[src/rtl/spi_packet_scheduler.sv]
// spi_packet_scheduler
//
// Purpose:
//   Downsamples the camera pixel stream and feeds it to the parallel SPI
//   sender. Only pixels with an even column and an even row are kept. Kept
//   pixels are packed LINES at a time into packets. One completed packet is
//   held while the sender is busy. A sync packet (SYNC_WORD on every line) is
//   sent at each start of frame. Data packets that cannot be held are dropped
//   and counted.
//
// Ports:
//   clk_in          system clock
//   rst_in          asynchronous, active-high reset
//   pixel_valid_in  pixel/hcount/vcount are valid this cycle
//   pixel_data_in   RGB565 pixel
//   hcount_in       pixel column
//   vcount_in       pixel row
//   spi_busy_in     high while the sender is shifting a packet
//   data_out        packet to the sender; line i = [i*DATA_WIDTH +: DATA_WIDTH]
//   trigger_out     one-cycle start pulse to the sender
//   sof_out         high together with trigger_out for a sync packet
//   drop_count_out  saturating count of dropped data packets
//
// Sender handshake:
//   trigger_out is a single-cycle request, and data_out/sof_out are valid
//   with it. After a trigger the block waits for spi_busy_in to rise, which
//   acknowledges the start. It then waits for spi_busy_in to fall, which
//   marks the end of the transfer. Only then may the next trigger be issued.
//   data_out holds its value from one trigger until the next.
module spi_packet_scheduler #(
    parameter int                    LINES      = 6,
    parameter int                    DATA_WIDTH = 16,
    parameter int                    HRES       = 1280,
    parameter int                    VRES       = 720,
    parameter logic [DATA_WIDTH-1:0] SYNC_WORD  = 16'hA5A5
) (
    input  logic                          clk_in,
    input  logic                          rst_in,
    input  logic                          pixel_valid_in,
    input  logic [DATA_WIDTH-1:0]         pixel_data_in,
    input  logic [10:0]                   hcount_in,
    input  logic [9:0]                    vcount_in,
    input  logic                          spi_busy_in,
    output logic [LINES*DATA_WIDTH-1:0]   data_out,
    output logic                          trigger_out,
    output logic                          sof_out,
    output logic [15:0]                   drop_count_out
);

    localparam int                IDX_W    = (LINES > 1) ? $clog2(LINES) : 1;
    localparam logic [IDX_W-1:0]  LAST_IDX = IDX_W'(LINES - 1);
    localparam logic [10:0]       HRES_L   = 11'(HRES);
    localparam logic [9:0]        VRES_L   = 10'(VRES);

    typedef enum logic [1:0] {
        ST_IDLE,
        ST_WAIT_START,
        ST_WAIT_DONE
    } state_t;

    typedef logic [LINES-1:0][DATA_WIDTH-1:0] packet_t;

    state_t                      state_q, state_d;
    packet_t                     asm_q, asm_d;
    logic [IDX_W-1:0]            idx_q, idx_d;
    packet_t                     hold_q, hold_d;
    logic                        hold_full_q, hold_full_d;
    logic                        sync_pending_q, sync_pending_d;
    logic [LINES*DATA_WIDTH-1:0] data_q, data_d;
    logic                        trigger_q, trigger_d;
    logic                        sof_q, sof_d;
    logic [15:0]                 drop_q, drop_d;

    // Pixel intake.
    logic                        accept;
    logic                        sof_pix;
    logic [DATA_WIDTH-1:0]       pix;
    logic [IDX_W-1:0]            slot;
    logic                        complete;
    packet_t                     pkt;

    always_comb begin
        accept  = pixel_valid_in && !hcount_in[0] && !vcount_in[0] &&
                  (hcount_in < HRES_L) && (vcount_in < VRES_L);
        sof_pix = accept && (hcount_in == 11'd0) && (vcount_in == 10'd0);
        // A pixel equal to the sync word is altered so that a sync pattern
        // can only ever appear in a real sync packet.
        pix     = (pixel_data_in == SYNC_WORD) ?
                  (SYNC_WORD ^ DATA_WIDTH'(1)) : pixel_data_in;
        // Start of frame restarts assembly at slot 0. The stale partial
        // contents of the other slots are overwritten before the packet can
        // complete.
        slot    = sof_pix ? '0 : idx_q;
        complete = accept && (slot == LAST_IDX);
        pkt       = asm_q;
        pkt[slot] = pix;
    end

    // Launch decisions.
    logic launch_sync;
    logic launch_hold;
    logic launch_bypass;
    logic idle_free;

    always_comb begin
        idle_free     = (state_q == ST_IDLE) && !spi_busy_in;
        launch_sync   = idle_free && sync_pending_q;
        launch_hold   = idle_free && !sync_pending_q && hold_full_q;
        // A packet completing while nothing is pending goes straight out.
        // This gives the one-cycle trigger latency without a pass through
        // the hold buffer.
        launch_bypass = idle_free && !sync_pending_q && !hold_full_q &&
                        complete && !sof_pix;
    end

    // Next-state logic.
    always_comb begin
        state_d        = state_q;
        asm_d          = asm_q;
        idx_d          = idx_q;
        hold_d         = hold_q;
        hold_full_d    = hold_full_q;
        sync_pending_d = sync_pending_q;
        data_d         = data_q;
        trigger_d      = 1'b0;
        sof_d          = 1'b0;
        drop_d         = drop_q;

        // Assembly.
        if (accept) begin
            asm_d = pkt;
            idx_d = complete ? '0 : (slot + IDX_W'(1));
        end

        // Hold buffer and drop accounting. The hold buffer can accept a
        // packet when it is empty or when it is being launched this cycle.
        if (launch_hold) begin
            hold_full_d = 1'b0;
        end
        if (complete && !launch_bypass) begin
            if (!hold_full_q || launch_hold) begin
                hold_d      = pkt;
                hold_full_d = 1'b1;
            end else if (drop_q != 16'hFFFF) begin
                drop_d = drop_q + 16'd1;
            end
        end

        // Sync request. The clear comes first, so a start of frame arriving in
        // the same cycle as a sync launch leaves a fresh sync pending.
        if (launch_sync) begin
            sync_pending_d = 1'b0;
        end
        if (sof_pix) begin
            sync_pending_d = 1'b1;
        end

        // Sender FSM.
        case (state_q)
            ST_IDLE: begin
                if (launch_sync) begin
                    data_d    = {LINES{SYNC_WORD}};
                    trigger_d = 1'b1;
                    sof_d     = 1'b1;
                    state_d   = ST_WAIT_START;
                end else if (launch_hold) begin
                    data_d    = hold_q;
                    trigger_d = 1'b1;
                    state_d   = ST_WAIT_START;
                end else if (launch_bypass) begin
                    data_d    = pkt;
                    trigger_d = 1'b1;
                    state_d   = ST_WAIT_START;
                end
            end
            ST_WAIT_START: begin
                if (spi_busy_in) begin
                    state_d = ST_WAIT_DONE;
                end
            end
            ST_WAIT_DONE: begin
                if (!spi_busy_in) begin
                    state_d = ST_IDLE;
                end
            end
            default: begin
                state_d = ST_IDLE;
            end
        endcase
    end

    always_ff @(posedge clk_in or posedge rst_in) begin
        if (rst_in) begin
            state_q        <= ST_IDLE;
            asm_q          <= '0;
            idx_q          <= '0;
            hold_q         <= '0;
            hold_full_q    <= 1'b0;
            sync_pending_q <= 1'b0;
            data_q         <= '0;
            trigger_q      <= 1'b0;
            sof_q          <= 1'b0;
            drop_q         <= '0;
        end else begin
            state_q        <= state_d;
            asm_q          <= asm_d;
            idx_q          <= idx_d;
            hold_q         <= hold_d;
            hold_full_q    <= hold_full_d;
            sync_pending_q <= sync_pending_d;
            data_q         <= data_d;
            trigger_q      <= trigger_d;
            sof_q          <= sof_d;
            drop_q         <= drop_d;
        end
    end

    assign data_out       = data_q;
    assign trigger_out    = trigger_q;
    assign sof_out        = sof_q;
    assign drop_count_out = drop_q;

endmodule
[config.mk]
export PLATFORM = sky130hd
export DESIGN_NAME = spi_packet_scheduler
export DESIGN_NICKNAME = d
export VERILOG_FILES = /design/src/rtl/spi_packet_scheduler.sv
export SDC_FILE = /design/constraint.sdc
export NUM_CORES = 1
export LEC_CHECK = 0
export ABC_CLOCK_PERIOD_IN_PS = 21700
export CORE_ASPECT_RATIO = 1.1
export CORE_MARGIN = 8
export CORE_UTILIZATION = 40
export DETAILED_ROUTE_END_ITERATION = 16
export DONT_BUFFER_PORTS = 1
export HOLD_SLACK_MARGIN = 0.02
export PLACE_DENSITY_LB_ADDON = 0.05
export SLEW_MARGIN = 20
export SYNTH_ARGS = -nofsm -noshare
export SYNTH_HDL_FRONTEND = slang
export SYNTH_SLANG_ARGS = --single-unit
[constraint.sdc]
create_clock -name clk_in -period 21.7 [get_ports clk_in]
set_input_delay 4.34 -clock clk_in [delete_from_list [all_inputs] [get_ports clk_in]]
set_output_delay 4.34 -clock clk_in [all_outputs]
set_load 0.03 [all_outputs]
==> impl_metrics.xml, run 1 <==
<?xml version="1.0" encoding="UTF-8"?>
<metrics>
  <group name="die">
    <metric name="die_x" unit="um">187</metric>
    <metric name="core_area" unit="um^2">31900</metric>
    <metric name="fp.dieArea" unit="um^2">38100</metric>
    <metric name="floorplan.initialDensity" unit="%">40.2</metric>
    <metric name="row_count" unit="">69</metric>
    <metric name="design.portCount" unit="">155</metric>
    <metric name="fp.dieH" unit="um">204</metric>
  </group>
  <group name="hold_path">
    <metric name="worst_hold_path.endpoint" unit="">asm_q[54]$_DFFE_PP0P_</metric>
    <metric name="worst_hold_stages" unit="">2</metric>
    <metric name="hold_path.class" unit="">flop to flop</metric>
    <metric name="min-delay-start" unit="">asm_q[54]$_DFFE_PP0P_</metric>
  </group>
  <group name="synth">
    <metric name="synth.lib_cells_used.distinct" unit="">45</metric>
    <metric name="ys.warnings.count" unit="">0</metric>
    <metric name="postSynth.asyncResetShare" unit="%">100</metric>
    <metric name="ys_seq_elements" unit="">313</metric>
    <metric name="post_synth_edffs" unit="">0</metric>
    <metric name="synth.cell_area" unit="um^2">12800</metric>
    <metric name="sequential_share_of_the_synthesized_area" unit="%">61.0</metric>
    <metric name="synthesis.nets" unit="">1246</metric>
    <metric name="syn_avg_cell_area" unit="um^2">10.7</metric>
    <metric name="postSynthCellCount" unit="">1202</metric>
    <metric name="ys.flop_type" unit="">dfrtp_1</metric>
  </group>
  <group name="sta">
    <metric name="tightest_slew" unit="ns">1.02</metric>
    <metric name="max_freq" unit="GHz">0.129</metric>
    <metric name="setup_tns" unit="ns">0</metric>
    <metric name="timing.final.max_slew_violations" unit="">0</metric>
    <metric name="slew_headroom" unit="%">32.0</metric>
    <metric name="hold_violations" unit="">0</metric>
    <metric name="unrepaired_setup_endpoints_after_global_routing" unit="">false</metric>
    <metric name="whs" unit="ns">0.476</metric>
    <metric name="skew" unit="ns">0.00899</metric>
    <metric name="post-route-period-util" unit="%">35.7</metric>
    <metric name="min_period" unit="ns">7.75</metric>
    <metric name="setup-violations-final" unit="">0</metric>
  </group>
  <group name="clock_network">
    <metric name="clock_tree_from_tritoncts" unit="">yes</metric>
    <metric name="post_cts_setup_repair_buffer_count" unit="">0</metric>
    <metric name="cts_hold_repair.buffers" unit="">0</metric>
    <metric name="cts.repair.resized" unit="">0</metric>
    <metric name="clk_pin_slew" unit="ns">0.06</metric>
    <metric name="numClockSinks" unit="">313</metric>
    <metric name="htree_levels" unit="">2</metric>
    <metric name="cts_root_buffer" unit="">clkbuf_16</metric>
    <metric name="clkLatencyLatePin" unit="ns">0.51</metric>
    <metric name="cts_made_buffers" unit="">35</metric>
    <metric name="cts.path.max_buffers" unit="">3</metric>
  </group>
  <group name="pwr">
    <metric name="design_power_total" unit="mW">1.62</metric>
    <metric name="p_leak" unit="nW">6.32</metric>
    <metric name="power.ir.vdd_worst" unit="V">0.0000613</metric>
    <metric name="powerDensity" unit="nW/um^2">113</metric>
  </group>
  <group name="route">
    <metric name="post-route-drc-count" unit="">0</metric>
    <metric name="detailroute.via_count" unit="">8658</metric>
    <metric name="drt_first_iter_violations" unit="">441</metric>
    <metric name="drt_wl_total" unit="um">35200</metric>
    <metric name="number_of_nets_with_antenna_violations_after_detailed_routing" unit="">0</metric>
    <metric name="wl_per_cell" unit="um">21.7</metric>
    <metric name="vias_per_cell" unit="">5.34</metric>
    <metric name="drt_pre_antenna_iters" unit="">4</metric>
  </group>
  <group name="layout">
    <metric name="final_cell_area" unit="um^2">14300</metric>
    <metric name="antenna_cells" unit="">0</metric>
    <metric name="stdcell_count" unit="">1621</metric>
    <metric name="layout.nets" unit="">1217</metric>
    <metric name="area_growth" unit="%">11.5</metric>
    <metric name="drive_above_1_share" unit="%">7.45</metric>
  </group>
  <group name="critical_path">
    <metric name="r2r_cells" unit="">10</metric>
    <metric name="crit-reg2reg-capture" unit="">data_out[74]$_DFFE_PP0P_</metric>
    <metric name="cp_capture_type" unit="">flop</metric>
    <metric name="timing.critical_path.from_type" unit="">primary input</metric>
    <metric name="r2r_slack" unit="ns">18.28</metric>
    <metric name="slowest_stage" unit="">o31a_2</metric>
    <metric name="critPathKind" unit="">primary input to flop</metric>
    <metric name="largest_stage_delay_on_the_critical_path" unit="ns">0.61</metric>
    <metric name="crit-reg2reg-launch" unit="">idx_q[0]$_DFFE_PP0P_</metric>
    <metric name="crit_fanout" unit="">37</metric>
    <metric name="crit_chain" unit="">nor4_1 -&gt; nand4_1 -&gt; nor2_2 -&gt; nand2_1 -&gt; nand2_1 -&gt; ha_1 -&gt; o211ai_1 -&gt; o31a_2 -&gt; buf_4 -&gt; inv_2 -&gt; buf_4 -&gt; o22ai_1 -&gt; a21oi_1</metric>
    <metric name="timing.critical_path.arrival" unit="ns">8.16</metric>
    <metric name="worstPathRequired" unit="ns">22.12</metric>
  </group>
  <group name="grt">
    <metric name="first_global_vias" unit="">8646</metric>
    <metric name="initial_antenna_violation_count" unit="">0</metric>
    <metric name="overall_global_routing_usage" unit="%">18.3</metric>
    <metric name="global_route.overflow_total" unit="">0</metric>
    <metric name="pin_count_of_the_biggest_net_entering_global_routing" unit="">109</metric>
    <metric name="grt_first_pass_wirelength" unit="um">55000</metric>
  </group>
  <group name="placement">
    <metric name="i_o_buffers" unit="">0</metric>
    <metric name="placedCellCount" unit="">1561</metric>
    <metric name="routabilityCongestion" unit="">0.760</metric>
    <metric name="detailed_place.area" unit="um^2">13200</metric>
    <metric name="place.detailed.hpwl" unit="um">21100</metric>
  </group>
  <group name="job">
    <metric name="count_of_maximum_capacitance_violations" unit="">0</metric>
  </group>
  <group name="outcome">
    <metric name="outcome" unit="">completed</metric>
  </group>
</metrics>
Yosys cell counts, types with 2 or more instances:
master	instances	area share (%)
dfrtp_1	313	61
o21ai_0	236	9.2
nand2_1	213	6.2
mux2i_1	96	7.5
clkbuf_1	59	1.7
a21oi_1	51	2.0
a22oi_1	48	2.8
o22ai_1	47	2.3
buf_2	19	0.74
nor2_1	12	0.35
xnor2_1	12	0.82
nand4_1	11	0.54
nand3_1	10	0.39
o21ai_1	7	0.27
nor3_1	6	0.23
and2_1	5	0.24
and3_1	5	0.24
buf_4	4	0.23
nor2_2	4	0.19
nor4_1	4	0.19
xor2_1	4	0.27
ha_1	3	0.29
inv_1	3	0.088
a211oi_2	2	0.19
buf_1	2	0.059
buf_6	2	0.18
mux2_2	2	0.18
nand2b_1	2	0.097
nor4bb_1	2	0.16
o211a_1	2	0.16
o31ai_1	2	0.12
where the power goes:
part	internal (mW)	switching [mW]	total (mW)
sequential	0.673	0.110	0.783
clock	0.350	0.230	0.579
combinational	0.104	0.156	0.260
total	1.13	0.496	1.62
flip-flops by register name (all words and copies together) (netlist names), 2 cells and up:
name	count
asm_q	96
data_out	96
idx_q	3
drop_count_out	16
state_q	2
hold_q	96
cell usage in the layout, fill, tap and decap left out, types with 4 or more instances in the layout:
master	instances
nor4_1	4
clkbuf_1	8
o21ai_0	236
buf_4	19
nor2_2	4
nand3_1	10
nor2_1	12
o22ai_1	47
a21oi_1	50
a22oi_1	48
xor2_1	4
clkbuf_8	8
dfrtp_1	313
nand2_1	212
xnor2_1	12
o21ai_1	7
and3_1	4
and2_1	4
nand4_1	11
clkinv_2	4
nor3_1	6
clkbuf_16	37
mux2i_1	96
worst max-delay path: cells and delay by family:
kind / cells / cell delay [ns]
and+or+nand+nor: 5 / 1.34
adders and majority gates: 1 / 0.22
AOI/OAI and AO/OA: 4 / 1.04
buffers and inverters: 3 / 1.17
final cells by class:
cell class / count / area, um^2
sequential: 313 / 7830
inverter: 4 / 22.5
multi-input combinational: 799 / 4640
clock inverter: 6 / 58.8
clock buffer: 53 / 1070
fill: 3107 / 17600
timing repair buffer: 20 / 163
tap: 426 / 533
routing by layer:
layer | part of all wire, % | track usage [%]
met5 | 0 | 0
met4 | 2.1 | 5.11
met3 | 7.2 | 5.99
met2 | 43 | 27.3
met1 | 47 | 25.4
cell families (layout without fill, tap and decap cells):
| family | Yosys count | in the layout | share of synthesized area (%) |
|---|---|---|---|
| xor gates and xnor gates | 16 | 16 | 1.09 |
| AOI/OAI and AO/OA | 401 | 401 | 17.6 |
| buffers and inverters | 90 | 83 | 3.05 |
| and+or+nand+nor | 280 | 280 | 9.23 |
| muxes | 98 | 98 | 7.66 |
| DFF | 313 | 313 | 61.0 |
| adders and majority gates | 4 | 4 | 0.371 |
metrics by stage:
step / util, % / setup slack (ns)
floorplan: - / 8.70
global placement: 41.2 / 13.61
detailed placement: 41.2 / 13.47
CTS: 44.7 / 13.98
global route: 44.8 / 13.67
finish: 44.8 / 13.95
how the worst max path moves through the flow:
stage / from / end / slack, ns
2_1_floorplan: rst_in / asm_q[0]$_DFFE_PP0P_ / 8.70
3_3_place_gp: vcount_in[6] / data_out[66]$_DFFE_PP0P_ / 13.61
3_5_place_dp: vcount_in[6] / data_out[47]$_DFFE_PP0P_ / 13.47
4_1_cts: vcount_in[6] / data_out[74]$_DFFE_PP0P_ / 13.98
5_1_grt: vcount_in[6] / data_out[74]$_DFFE_PP0P_ / 13.67
6_report: vcount_in[6] / data_out[74]$_DFFE_PP0P_ / 13.95
No activity file was read; power rests on OpenSTA's default activity.
==> run 2, diff against run 1 <==
--- a/config.mk
+++ b/config.mk
@@ -5,7 +5,7 @@
 export SDC_FILE = /design/constraint.sdc
 export NUM_CORES = 1
 export LEC_CHECK = 0
-export ABC_CLOCK_PERIOD_IN_PS = 21700
+export ABC_CLOCK_PERIOD_IN_PS = 6850
 export CORE_ASPECT_RATIO = 1.1
 export CORE_MARGIN = 8
 export CORE_UTILIZATION = 40
==> constraint.sdc (replaced) <==
create_clock -name clk_in -period 6.85 [get_ports clk_in]
set_input_delay 1.37 -clock clk_in [delete_from_list [all_inputs] [get_ports clk_in]]
set_output_delay 1.37 -clock clk_in [all_outputs]
set_load 0.03 [all_outputs]
==> run 2 against run 1 <==
  * Final area increased by 0.22%
  * Combinational power grew to 3.2 times the previous value
  * Utilization up 0.098 points
  * Sequential share of layout area decreased by 0.12 points
  * Sequential power grew to 3.2 times the previous value
  * Worst hold slack improved by 0.00070 ns
  * Highest routed layer unchanged
  * Clock power increased to 3.2 times the previous value
  * Die area did not move
  * Global-route usage increased by 0.16 points
  * Clock skew rose by 0.012 ns
==> impl_metrics.xml, run 2 (same netlist as run 1, synthesis figures left out) <==
<?xml version="1.0" encoding="UTF-8"?>
<metrics>
  <group name="sta">
    <metric name="post-route-period-util" unit="%">59.3</metric>
    <metric name="skew" unit="ns">0.0210</metric>
    <metric name="setup_tns" unit="ns">0</metric>
    <metric name="hold_violations" unit="">0</metric>
    <metric name="timing.final.max_slew_violations" unit="">0</metric>
    <metric name="whs" unit="ns">0.477</metric>
    <metric name="slew_headroom" unit="%">35.6</metric>
    <metric name="final_critical_path_setup_slack" unit="ns">2.78</metric>
    <metric name="max_freq" unit="GHz">0.246</metric>
    <metric name="unrepaired_setup_endpoints_after_global_routing" unit="">false</metric>
    <metric name="tightest_slew" unit="ns">0.967</metric>
    <metric name="setup-violations-final" unit="">0</metric>
    <metric name="min_period" unit="ns">4.07</metric>
  </group>
  <group name="route">
    <metric name="vias_per_cell" unit="">5.37</metric>
    <metric name="drt_wl_total" unit="um">35300</metric>
    <metric name="drt_pre_antenna_iters" unit="">5</metric>
    <metric name="drt_first_iter_violations" unit="">731</metric>
    <metric name="wl_per_cell" unit="um">21.8</metric>
    <metric name="number_of_nets_with_antenna_violations_after_detailed_routing" unit="">0</metric>
    <metric name="post-route-drc-count" unit="">0</metric>
    <metric name="detailroute.via_count" unit="">8719</metric>
  </group>
  <group name="die">
    <metric name="floorplan.initialDensity" unit="%">40.2</metric>
    <metric name="fp.dieArea" unit="um^2">38100</metric>
    <metric name="core_area" unit="um^2">31900</metric>
    <metric name="die_x" unit="um">187</metric>
    <metric name="row_count" unit="">69</metric>
    <metric name="fp.dieH" unit="um">204</metric>
    <metric name="design.portCount" unit="">155</metric>
  </group>
  <group name="grt">
    <metric name="initial_antenna_violation_count" unit="">0</metric>
    <metric name="first_global_vias" unit="">8595</metric>
    <metric name="overall_global_routing_usage" unit="%">18.5</metric>
    <metric name="grt_first_pass_wirelength" unit="um">55100</metric>
    <metric name="pin_count_of_the_biggest_net_entering_global_routing" unit="">159</metric>
    <metric name="global_route.overflow_total" unit="">0</metric>
  </group>
  <group name="critical_path">
    <metric name="timing.critical_path.from_type" unit="">primary input</metric>
    <metric name="crit-reg2reg-launch" unit="">idx_q[0]$_DFFE_PP0P_</metric>
    <metric name="timing.critical_path.arrival" unit="ns">4.43</metric>
    <metric name="crit_fanout" unit="">50</metric>
    <metric name="cp_capture_type" unit="">flop</metric>
    <metric name="worst_setup_path_startpoint" unit="">vcount_in[6]</metric>
    <metric name="worstPathRequired" unit="ns">7.21</metric>
    <metric name="critPathKind" unit="">primary input to flop</metric>
  </group>
  <group name="pwr">
    <metric name="powerDensity" unit="nW/um^2">361</metric>
    <metric name="p_leak" unit="nW">6.33</metric>
    <metric name="power.ir.vdd_worst" unit="V">0.000216</metric>
  </group>
  <group name="layout">
    <metric name="layout.nets" unit="">1216</metric>
    <metric name="antenna_cells" unit="">0</metric>
    <metric name="layout.cells.most_common_list" unit="">dfrtp_1, o21ai_0, nand2_1</metric>
    <metric name="area_growth" unit="%">11.8</metric>
    <metric name="stdcell_count" unit="">1624</metric>
    <metric name="final.fill_count" unit="">3029</metric>
    <metric name="drive_above_1_share" unit="%">7.60</metric>
    <metric name="most_common_library_cell_in_the_layout_ignoring_fill_and_taps" unit="">dfrtp_1</metric>
  </group>
  <group name="placement">
    <metric name="routabilityCongestion" unit="">0.757</metric>
    <metric name="pre_cts_slack" unit="ns">2.19</metric>
    <metric name="i_o_buffers" unit="">0</metric>
    <metric name="place.detailed.hpwl" unit="um">20800</metric>
    <metric name="placedCellCount" unit="">1560</metric>
  </group>
  <group name="clock_network">
    <metric name="post_cts_setup_repair_buffer_count" unit="">0</metric>
    <metric name="cts_made_buffers" unit="">36</metric>
    <metric name="htree_levels" unit="">2</metric>
    <metric name="cts.repair.resized" unit="">0</metric>
    <metric name="clkLatencyLatePin" unit="ns">0.53</metric>
    <metric name="clk_pin_slew" unit="ns">0.06</metric>
    <metric name="cts_root_buffer" unit="">clkbuf_16</metric>
    <metric name="numClockSinks" unit="">313</metric>
    <metric name="cts_hold_repair.buffers" unit="">0</metric>
    <metric name="clock_tree_from_tritoncts" unit="">yes</metric>
    <metric name="cts.path.max_buffers" unit="">3</metric>
  </group>
  <group name="job">
    <metric name="count_of_maximum_capacitance_violations" unit="">0</metric>
  </group>
  <group name="hold_path">
    <metric name="min-delay-start" unit="">asm_q[63]$_DFFE_PP0P_</metric>
    <metric name="hold_path.class" unit="">flop to flop</metric>
  </group>
  <group name="outcome">
    <metric name="outcome" unit="">completed</metric>
  </group>
</metrics>
run 2: area by class of cell:
type                    instances  area, um^2  area share (%)
well taps                     426         533            3.72
repair buffers                 18         160            1.12
multi-input cells             799        4640            32.3
clock buffers                  58        1110            7.77
flip-flops and latches        313        7830            54.6
inverters                       4        20.0           0.140
clock inverters                 6        43.8           0.305
run 2: critical path, stage by stage:
cell and delay, ns:
nor4_1 0.28, nand4_1 0.30, o41ai_4 0.52, inv_1 0.13, ha_1 0.27, o211ai_1 0.13
o31a_2 0.19, clkinv_2 0.69, o22ai_1 0.46, a21oi_1 0.07
run 2: where the power goes:
part / switching (mW) / internal [mW]
Sequential: 0.345 / 2.13
Clock: 0.764 / 1.12
Combinational: 0.496 / 0.329
Total: 1.61 / 3.58
run 2: through the flow:
step	power, mW	utilization [%]	cell area (um^2)
CTS	5.26	44.9	14300
global route	5.48	44.9	14300
detailed placement	3.35	41.3	13200
global placement	3.33	41.3	13200
finish	5.18	44.9	14300
floorplan	3.10	-	12800
run 2: worst paths after layout:
check                                                end  slack [ns]  depth (start not counted)
hold / removal                     asm_q[63]$_DFFE_PP0P_        0.48                          2
max in group asynchronous          asm_q[82]$_DFFE_PP0P_        4.51                          3
setup / recovery                data_out[93]$_DFFE_PP0P_        2.78                         10
setup reg to reg                data_out[93]$_DFFE_PP0P_        4.08                          8
min in group asynchronous  drop_count_out[1]$_DFFE_PP0P_        0.70                          1
hold reg to reg                    asm_q[63]$_DFFE_PP0P_        0.48                          2
run 2: routing by layer:
metal	vias up	wire, um	track usage, %
li1	4206	-	-
met1	4270	16400	25.3
met2	204	15700	28.0
met3	39	2760	6.47
met4	0	481	4.23
met5	-	0	0
